===== config.mk =====
export PLATFORM = sky130hd
export DESIGN_NAME = fadd_arbiter
export DESIGN_NICKNAME = d
export VERILOG_FILES = /design/src/rtl/fadd_arbiter.sv
export SDC_FILE = /design/constraint.sdc
export NUM_CORES = 1
export LEC_CHECK = 0
export ABC_AREA = 1
export CAP_MARGIN = 10
export CORE_MARGIN = 1
export CORE_UTILIZATION = 43
export CTS_CLUSTER_DIAMETER = 150
export CTS_CLUSTER_SIZE = 10
export DETAILED_ROUTE_END_ITERATION = 10
export PLACE_DENSITY = 0.86
export SETUP_SLACK_MARGIN = 0.3
export SYNTH_ARGS = -nofsm -noshare
export SYNTH_HDL_FRONTEND = slang
export SYNTH_SLANG_ARGS = --single-unit

===== constraint.sdc =====
create_clock -name clk -period 4.6 [get_ports clk]
set_clock_uncertainty 0.1 [all_clocks]
set_input_delay 1.15 -clock clk [delete_from_list [all_inputs] [get_ports clk]]
set_output_delay 1.15 -clock clk [all_outputs]
set_load 0.1 [all_outputs]

===== src/rtl/fadd_arbiter.sv =====
// fadd_arbiter: round-robin sharing of one fadd_s adder among NREQ requesters with in-order tag FIFO.
// Optional FADD_ARB_STICKY_OVF_EN adds per-requester sticky overflow flags (ovf_sticky, cleared by ovf_clr).
module fadd_arbiter #(
  parameter int NREQ = 2,
  parameter int MAX_INFL = 4
) (
  input  logic                 clk,
  input  logic                 rst_n,
  input  logic [NREQ-1:0]      req,
  input  logic [NREQ-1:0]      sub,
  input  logic [32*NREQ-1:0]   op_a,
  input  logic [32*NREQ-1:0]   op_b,
`ifdef FADD_ARB_STICKY_OVF_EN
  input  logic [NREQ-1:0]      ovf_clr,
  output logic [NREQ-1:0]      ovf_sticky,
`endif
  output logic [NREQ-1:0]      gnt,
  output logic [NREQ-1:0]      resp_valid,
  output logic [31:0]          resp_data,
  output logic                 resp_ovf,
  output logic                 err,
  output logic [31:0]          fa_x1,
  output logic [31:0]          fa_x2,
  output logic                 fa_enable_in,
  input  logic                 fa_enable_out,
  input  logic [31:0]          fa_y,
  input  logic                 fa_ovf
);
  localparam int PW = $clog2(NREQ);
  localparam int AW = $clog2(MAX_INFL);
  localparam int CW = $clog2(MAX_INFL + 1);
  logic [PW-1:0] ptr, gidx;
  logic [PW-1:0] tags [MAX_INFL];
  logic [AW-1:0] wp, rp;
  logic [CW-1:0] cnt;
  logic credit, xfer, pop;
  // Scan downward so the candidate closest to ptr is the last one written.
  always_comb begin
    gidx = '0;
    credit = cnt != CW'(MAX_INFL);
    for (int k = NREQ - 1; k >= 0; k--)
      if (req[PW'((int'(ptr) + k) % NREQ)]) gidx = PW'((int'(ptr) + k) % NREQ);
    gnt = (credit && |req) ? NREQ'(1) << gidx : '0;
    xfer = |(req & gnt);
    pop = fa_enable_out && cnt != '0;
  end
  always_ff @(posedge clk)
    if (xfer) tags[wp] <= gidx;
  always_ff @(posedge clk or negedge rst_n) begin
    if (!rst_n) begin
      ptr <= '0;
      wp <= '0;
      rp <= '0;
      cnt <= '0;
      fa_enable_in <= 1'b0;
      fa_x1 <= '0;
      fa_x2 <= '0;
      resp_valid <= '0;
      resp_data <= '0;
      resp_ovf <= 1'b0;
      err <= 1'b0;
    end else begin
      fa_enable_in <= xfer;
      if (xfer) begin
        ptr <= (gidx == PW'(NREQ - 1)) ? '0 : gidx + 1'b1;
        fa_x1 <= op_a[32*gidx +: 32];
        fa_x2 <= {op_b[32*gidx+31] ^ sub[gidx], op_b[32*gidx +: 31]};
        wp <= wp + 1'b1;
      end
      if (pop) begin
        rp <= rp + 1'b1;
        resp_data <= fa_y;
        resp_ovf <= fa_ovf;
      end
      cnt <= cnt + CW'(xfer) - CW'(pop);
      resp_valid <= pop ? NREQ'(1) << tags[rp] : '0;
      if (fa_enable_out && cnt == '0) err <= 1'b1;
    end
  end
`ifdef FADD_ARB_STICKY_OVF_EN
  always_ff @(posedge clk or negedge rst_n)
    if (!rst_n) ovf_sticky <= '0;
    else ovf_sticky <= (ovf_sticky | (resp_valid & {NREQ{resp_ovf}})) & ~ovf_clr;
`endif
endmodule


==> results of run 1 <==
worst max-delay path: cells and delay by family:
kind | cells | cell delay, ns
buffers and inverters | 2 | 0.79
and+or+nand+nor | 1 | 0.23
AOI/OAI and AO/OA | 1 | 0.16
synth_stat cells, drive strengths merged:
master / count
a21oi: 1
fa: 1
clkbuf: 11
xor2: 2
nand2: 505
nor2: 8
a31o: 1
inv: 19
ha: 6
o211ai: 3
o21ai: 1
buf: 24
nand3: 1
dfrtp: 109
xnor2: 2
edfxtp: 4
final timing paths:
path / startpoint / end / cells after the start
max in group asynchronous: rst_n / wp[1]$_DFFE_PN0P_ / 2
worst min-delay path: err$_DFFE_PN0P_ / err$_DFFE_PN0P_ / 1
min in group asynchronous: rst_n / fa_x2[1]$_DFFE_PN0P_ / 1
worst min register to register: err$_DFFE_PN0P_ / err$_DFFE_PN0P_ / 1
worst max register to register: cnt[1]$_DFF_PN0_ / cnt[2]$_DFF_PN0_ / 10
worst max-delay path: req[0] / gnt[0] / 4
sequential cells by signal (all words and copies together) (netlist names):
signal	cells
cnt	3
ptr	1
wp	2
fa_enable_in	1
rp	2
fa_x1	32
resp_ovf	1
resp_valid	2
resp_data	32
fa_x2	32
tags	4
err	1
metrics by stage:
stage / worst slack [ns] / area [um^2] / hold slack, ns
2_1_floorplan: 0.6132 / 5231 / 0.3621
3_3_place_gp: 1.022 / 7989 / 0.3531
3_5_place_dp: 1.020 / 7989 / 0.3536
4_1_cts: 1.010 / 8544 / 0.3652
5_1_grt: 0.8841 / 8544 / 0.3902
6_report: 1.009 / 8544 / 0.3605
cells by family after synthesis:
logic type      after synthesis
simple gates                514
flops                       113
buf+inv                      54
fa+ha+maj                     7
compound gates                6
xor+xnor                      4
routing by layer:
layer	wire length [um]	vias up	global-route usage (%)
li1	-	2609	-
met4	316	0	9.600
met5	0	-	0
met3	1344	25	8.693
met2	8022	194	45.30
met1	5968	2337	29.61
final cells by class:
| class | instances | area (um^2) |
|---|---|---|
| Clock buffer | 19 | 442.9 |
| Timing Repair Buffer | 278 | 2768 |
| Tap cell | 143 | 178.9 |
| Multi-Input combinational cell | 531 | 2123 |
| Fill cell | 919 | 3069 |
| Clock inverter | 13 | 112.6 |
| Inverter | 19 | 71.32 |
| Sequential cell | 113 | 2848 |
==> flow_summary.toml, run 1 <==
[placed_design]
placedCellCount = 1084
port_buffers = 270
gp_congestion = 0.7756
hpwl_mm = 10.78

[synth]
synth_nets = 873
ys_ff_latch = 113
synthAdderAreaFrac_pct = 1.818
synth_top_family_by_area = "simple AND/OR/NAND/NOR gates"
synth_compound_area_share_pct = 1.052
synth_top_area_cell = "dfrtp_1"
syn_area_um2 = 5231
synth_warnings = 0
ys_seq_area_share_pct = 54.44
syn-mean-instance-area_um2 = 7.495
synthSimpleGateAreaFrac_pct = 37.00
netlist_top_cells_area = "dfrtp_1 52%, nand2_1 36%, edfxtp_1 2.3%"
ys_types = 23
synth_top_area_share_pct = 52.14
synth_xor_area_share_pct = 0.6697
synthMuxAreaShare_pct = 0
syn_inst = 698

[routing]
wl_per_cell_um = 14.02
vias_per_cell = 4.628
initialDrtViolationCount = 295
antenna_left = 0
num_vias = 5165
drc = 18
drtPass1Iterations = 8
drt-total-wl_mm = 15.65

[global_routing]
grt_pass1_vias = 5277
grt_pass1_wl_mm = 25.48
grt_max_degree = 69
overflow = 0
track_usage_pct = 25.96
antenna_found_initial = 0

[cts]
postCtsSetupBuffers = 0
root_buffer = "clkbuf_16"
cts_buffers = 17
post_cts_resized = 0
cts_sinks = 113
cts_hold_buf = 0
cts_max_path_buffers = 2
cts-htree-levels = 4
clock_latency_ns = 0.40
cts_tree = "yes"
path_clk_slew_ns = 0.05

[timing]
max_freq_ghz = 0.2785
worst_slew_margin_rel_pct = 30.11
fin_crit_sh_pct = 78.06
min_period_ns = 3.591
rsz0062_at_grt = "false"
slew_violations = 0
worst-slew-pin-transition_ns = 1.045
fin_tns_setup_ns = 0
hold_viol = 0
setup_viol = 0

[setup_path]
startpoint_type = "input port"
path_class = "input port to primary output"
crit_fanout = 4
cp.required_ns = 3.35
max_stage_delay_ns = 0.58
rrSetupSlack_ns = 2.13
cp_slowest_cell = "clkdlybuf4s50_1"
arrival_ns = 2.34
cp_cell_sequence = "clkdlybuf4s50_1 -> o21ai_0 -> nor2_1 -> buf_12"
critPathCaptureType = "primary output"

[cells_and_area]
layout.nets = 1135
syn2layout_area_growth_pct = 63.33
fin_cells = 1116
antenna_cells = 0
layout_common_cells = "503 x nand2_1, 267 x clkdlybuf4s50_1, 109 x dfrtp_1, 17 x clkbuf_16, 15 x inv_1"
fin_util_pct = 73.57
drive_gt1_share_pct = 5.242
final_common_cell = "nand2_1"

[die]
std_cell_rows = 39
die_w_um = 112.3
start_util_pct = 45.04
io_pins = 271
die_area_um2 = 12610
die_h_um = 112.3
coreArea_um2 = 11610

[status]
violations = "DRC"
status = "finished with violations"

[worst_hold_path]
hold_class = "register to register"

[job]
cap_violations = 0
Power of run 1 is left out: the tool's default activity adds up to more than one toggle a clock period on the data nets, which glitch-free logic cannot reach.
==> run 2: changes to the inputs <==
--- a/config.mk
+++ b/config.mk
@@ -8,11 +8,11 @@
 export ABC_AREA = 1
 export CAP_MARGIN = 10
 export CORE_MARGIN = 1
-export CORE_UTILIZATION = 43
+export CORE_UTILIZATION = 36
 export CTS_CLUSTER_DIAMETER = 150
 export CTS_CLUSTER_SIZE = 10
 export DETAILED_ROUTE_END_ITERATION = 10
-export PLACE_DENSITY = 0.86
+export PLACE_DENSITY = 0.77
 export SETUP_SLACK_MARGIN = 0.3
 export SYNTH_ARGS = -nofsm -noshare
 export SYNTH_HDL_FRONTEND = slang
==> constraint.sdc (replaced) <==
create_clock -name clk -period 2.99 [get_ports clk]
set_clock_uncertainty 0.1 [all_clocks]
set_input_delay 0.7475 -clock clk [delete_from_list [all_inputs] [get_ports clk]]
set_output_delay 0.7475 -clock clk [all_outputs]
set_load 0.1 [all_outputs]
==> run 2 against run 1 <==
The run now ends clean; sequential share of layout area is 0.39 points higher; clock-buffer cell count unchanged; design area decreased by 1.2%; cell count is 3.5% higher; worst setup slack worse by 0.63 ns; wire length down 3.7%; non-clock buffer count increased by 2; first-iteration DRC count decreased by 40%; core utilization decreased by 13 points; critical path type unchanged; largest cell class unchanged.
==> flow_summary.toml, run 2 (synthesized netlist as in run 1, its figures left out) <==
[status]
status = "finished clean"

[cts]
cts_buffers = 17
cts-htree-levels = 4
cts_hold_buf = 0
cts_sinks = 113
clock_latency_ns = 0.39
root_buffer = "clkbuf_16"
cts_tree = "yes"
cts_max_path_buffers = 2
path_clk_slew_ns = 0.06
postCtsSetupBuffers = 0

[setup_path]
startpoint_type = "input port"
critPathCaptureType = "primary output"
cp_num_buf_inv = 2
path_class = "input port to primary output"
reg2reg_depth = 9
cp_top_family = "buffers and inverters"
worstReg2RegEnd = "cnt[2]$_DFF_PN0_"
cp_slowest_cell = "clkdlybuf4s50_1"
arrival_ns = 1.76
critPathLaunch = "req[1]"
crit_fanout = 2
cp_cell_sequence = "clkdlybuf4s50_1 -> o21ai_2 -> nor2_2 -> buf_12"
rrSetupSlack_ns = 0.85
worst_r2r_startpoint = "cnt[1]$_DFF_PN0_"
max_stage_delay_ns = 0.54
cp.required_ns = 2.14

[routing]
drtPass1Iterations = 4
num_vias = 5072
initialDrtViolationCount = 176
drt-total-wl_mm = 15.07
drc = 0
wl_per_cell_um = 13.04
vias_per_cell = 4.391
antenna_left = 0

[timing]
rsz0062_at_grt = "false"
min_period_ns = 2.612
max_freq_ghz = 0.3829
slew_violations = 0
worst-slew-pin-transition_ns = 0.6924
fin_crit_sh_pct = 87.35
setup_viol = 0
fin_tns_setup_ns = 0
whs_ns = 0.2047
hold_viol = 0
worst_slew_margin_rel_pct = 53.84

[cells_and_area]
final_common_cell = "nand2_1"
drive_gt1_share_pct = 16.21
top_regs = "fa_x1 (32), fa_x2 (32), resp_data (32)"
layout.nets = 1137
layout_common_cells = "503 x nand2_1, 165 x clkdlybuf4s50_1, 110 x buf_4, 109 x dfrtp_1, 17 x clkbuf_16"
antenna_cells = 0
syn2layout_area_growth_pct = 61.44
fin_util_pct = 60.14

[die]
start_util_pct = 37.25
die_w_um = 122.5
std_cell_rows = 43
io_pins = 271
die_h_um = 122.5
die_area_um2 = 15020
coreArea_um2 = 14040

[job]
cap_violations = 0

[global_routing]
overflow = 0
grt_max_degree = 69
grt_pass1_wl_mm = 23.58
grt_pass1_vias = 4822
track_usage_pct = 20.42
antenna_found_initial = 0

[placed_design]
gp_congestion = 0.7952
hpwl_mm = 10.66
port_buffers = 270

[worst_hold_path]
hold_class = "input port to asynchronous set/reset pin"
-- run 2: changes by cell type in the layout (fill, tap and decap cells not counted), sizes merged --
cell	delta
dlygate4sd2	+1
inv	+3
clkinvlp	+1
buf	+103
bufinv	+1
clkinv	-5
clkdlybuf4s50	-102
-- run 2: per-stage QoR --
stage	instance area, um^2	cells	setup WS [ns]
CTS	8442	1155	0.3110
floorplan	5236	698	0.2794
finish	8446	1155	0.3782
global route	8446	1155	0.3393
detailed placement	7840	1123	0.1318
global placement	7840	1123	0.1654
-- run 2: area by class of cell --
| class | count | area, um^2 |
|---|---|---|
| tap | 180 | 225.2 |
| inverter | 19 | 71.32 |
| clock inverter | 13 | 150.1 |
| multi-input combinational | 531 | 2132 |
| fill | 1251 | 5597 |
| timing repair buffer | 280 | 2566 |
| clock buffer | 19 | 452.9 |
| sequential | 113 | 2848 |
-- run 2: worst max-delay path by stage --
stage	endpoint	slack (ns)	depth (start not counted)
2_1_floorplan	gnt[0]	0.28	4
3_3_place_gp	cnt[2]$_DFF_PN0_	0.17	8
3_5_place_dp	cnt[2]$_DFF_PN0_	0.13	8
4_1_cts	gnt[0]	0.31	4
5_1_grt	gnt[0]	0.34	4
6_report	gnt[0]	0.38	4
-- run 2: timing repair --
action | 4_1_cts | 5_1_grt
pin swaps | 1 | 1
gates resized for setup | 2 | 1
endpoints found under the setup margin | 2 | 1
-- run 2: worst reg2reg max path: stages (launching register included) --
cell	delay, ns
dfrtp_1	0.41
nor2_2	0.08
nand2_1	0.16
o211ai_4	0.11
ha_1	0.29
inv_1	0.04
ha_1	0.19
fa_1	0.38
xnor2_1	0.17
xor2_1	0.16
-- run 2: layer usage --
| layer | routed length, um | track usage, % |
|---|---|---|
| met5 | 0 | 0 |
| met4 | 243 | 6.479 |
| met3 | 1310 | 6.877 |
| met2 | 7246 | 34.52 |
| met1 | 6265 | 24.35 |
Power of run 2 is left out for the same reason.
==> run 3: changes to the inputs <==
--- a/config.mk
+++ b/config.mk
@@ -8,11 +8,10 @@
 export ABC_AREA = 1
 export CAP_MARGIN = 10
 export CORE_MARGIN = 1
-export CORE_UTILIZATION = 36
+export CORE_UTILIZATION = 25
 export CTS_CLUSTER_DIAMETER = 150
 export CTS_CLUSTER_SIZE = 10
 export DETAILED_ROUTE_END_ITERATION = 10
-export PLACE_DENSITY = 0.77
 export SETUP_SLACK_MARGIN = 0.3
 export SYNTH_ARGS = -nofsm -noshare
 export SYNTH_HDL_FRONTEND = slang
==> constraint.sdc (replaced) <==
create_clock -name clk -period 2.15 [get_ports clk]
set_clock_uncertainty 0.1 [all_clocks]
set_input_delay 0.5375 -clock clk [delete_from_list [all_inputs] [get_ports clk]]
set_output_delay 0.5375 -clock clk [all_outputs]
set_load 0.1 [all_outputs]
==> run 3 against run 2 <==
Cell count is 8.7% higher; first-iteration DRC count decreased by 9.7%; non-clock buffer count is 11 higher; clock-buffer cell count is 1 higher; sequential share of layout area decreased by 2.1 points; global-route usage down 4.9 points; critical path depth up 6; wire length up 5.6%; critical path type is now register to register; worst hold slack worse by 0.13 ns; die area rose by 43%; worst setup slack worse by 0.28 ns.
==> flow_summary.toml, run 3 (synthesized netlist as in run 1, its figures left out) <==
[status]
status = "finished clean"

[cells_and_area]
layout.nets = 1148
syn2layout_area_growth_pct = 72.16
final_common_cell = "nand2_1"
fin_cells = 1255
antenna_cells = 0
top_regs = "fa_x1 (32), fa_x2 (32), resp_data (32)"
layout_common_cells = "501 x nand2_1, 164 x clkdlybuf4s50_1, 108 x dfrtp_1, 97 x buf_4, 26 x buf_12"
final.fill_count = 2055
fin_util_pct = 44.22
drive_gt1_share_pct = 17.77

[cts]
root_buffer = "clkbuf_16"
cts_tree = "yes"
cts_buffers = 17
cts_max_path_buffers = 2
path_clk_slew_ns = 0.05
cts_sinks = 113
cts-htree-levels = 4
clock_latency_ns = 0.40

[die]
std_cell_rows = 52
die_w_um = 146.7
die_area_um2 = 21510
start_util_pct = 25.69
die_h_um = 146.7
coreArea_um2 = 20360
io_pins = 271

[global_routing]
grt_max_degree = 110
grt_pass1_wl_mm = 26.12
overflow = 0
grt-busiest-layer = "met2"
met2_usage_pct = 24.57
grt_util_met1_pct = 19.32
track_usage_pct = 15.47
grt_pass1_vias = 5090
antenna_found_initial = 0
grt_use_met3_pct = 5.219

[routing]
vias_per_cell = 4.071
drc = 0
drtPass1Iterations = 4
wl_per_cell_um = 12.68
num_vias = 5109
antenna_left = 0
initialDrtViolationCount = 159
drt-total-wl_mm = 15.92

[placed_design]
hpwl_mm = 11.46
pre_cts_ws_ns = -0.4723
port_buffers = 270
placedCellCount = 1219
gp_congestion = 0.7498

[setup_path]
cp.required_ns = 2.33
reg2reg_depth = 10
rrSetupSlack_ns = 0.1
worstReg2RegEnd = "cnt[2]$_DFF_PN0_"
path_class = "register to register"
worst_r2r_startpoint = "cnt[0]$_DFF_PN0_"
startpoint_type = "register"
critPathCaptureType = "register"
crit_fanout = 3
arrival_ns = 2.24

[timing]
worst_slew_margin_rel_pct = 58.12
slew_violations = 0
max_freq_ghz = 0.4866
fin_crit_sh_pct = 95.58
worst-slew-pin-transition_ns = 0.6282
hold_viol = 0
min_period_ns = 2.055
rsz0062_at_grt = "true"
setup_viol = 0
setup_slack_ns = 0.09509
whs_ns = 0.07453

[worst_hold_path]
hold_class = "input port to asynchronous set/reset pin"

[job]
cap_violations = 0
run 3: changes by cell type in the layout (fill, tap and decap cells not counted), moves of 3 or more:
cell,change
nor2_4,+3
nand2_4,+3
buf_12,+22
nor2_2,-3
inv_6,-3
buf_4,-13
run 3: worst max-delay path by stage:
stage | end | from | slack, ns
2_1_floorplan | cnt[2]$_DFF_PN0_ | cnt[0]$_DFF_PN0_ | -0.04
3_3_place_gp | cnt[2]$_DFF_PN0_ | req[0] | -0.45
3_5_place_dp | cnt[2]$_DFF_PN0_ | req[0] | -0.47
4_1_cts | gnt[1] | cnt[1]$_DFF_PN0_ | 0.08
5_1_grt | cnt[2]$_DFF_PN0_ | cnt[0]$_DFF_PN0_ | 0.03
6_report | cnt[2]$_DFF_PN0_ | cnt[0]$_DFF_PN0_ | 0.1
run 3: final cells by class:
cell class	instances	area (um^2)	area share (%)
sequential	113	2849	31.63
multi-input combinational	531	2210	24.53
inverter	19	73.82	0.8197
tap	270	337.8	3.751
timing repair buffer	291	2938	32.62
clock buffer	20	467.9	5.196
clock inverter	11	130.1	1.445
run 3: stage by stage:
| step | cell area, um^2 | TNS (ns) |
|---|---|---|
| after global placement | 8320 | -18.80 |
| after CTS | 8990 | 0 |
| after floorplan | 5309 | -0.03637 |
| after detailed placement | 8320 | -20.63 |
| after global routing | 9006 | 0 |
| final | 9006 | 0 |
run 3: what timing repair did:
action | 4_1_cts | 5_1_grt
buffers inserted | 4 | 1
hold buffers | 0 | 0
pin swaps | 2 | 2
endpoints found under the setup margin | 71 | 51
resized for setup | 11 | 4
run 3: critical path, cell delays in order (launching register included):
cell and delay (ns):
dfrtp_1 0.40, nor2_4 0.17, nand2_2 0.09, nand2_4 0.08
inv_4 0.04, ha_4 0.25, inv_2 0.03, ha_4 0.14
fa_2 0.35, xnor2_2 0.14, xor2_1 0.14
run 3: routing by layer:
layer  wire length (um)  vias up
li1                   -     2635
met1               7105     2258
met2               7246      199
met3               1275       17
met4                287        0
met5                  0        -
Power of run 3 is left out for the same reason.
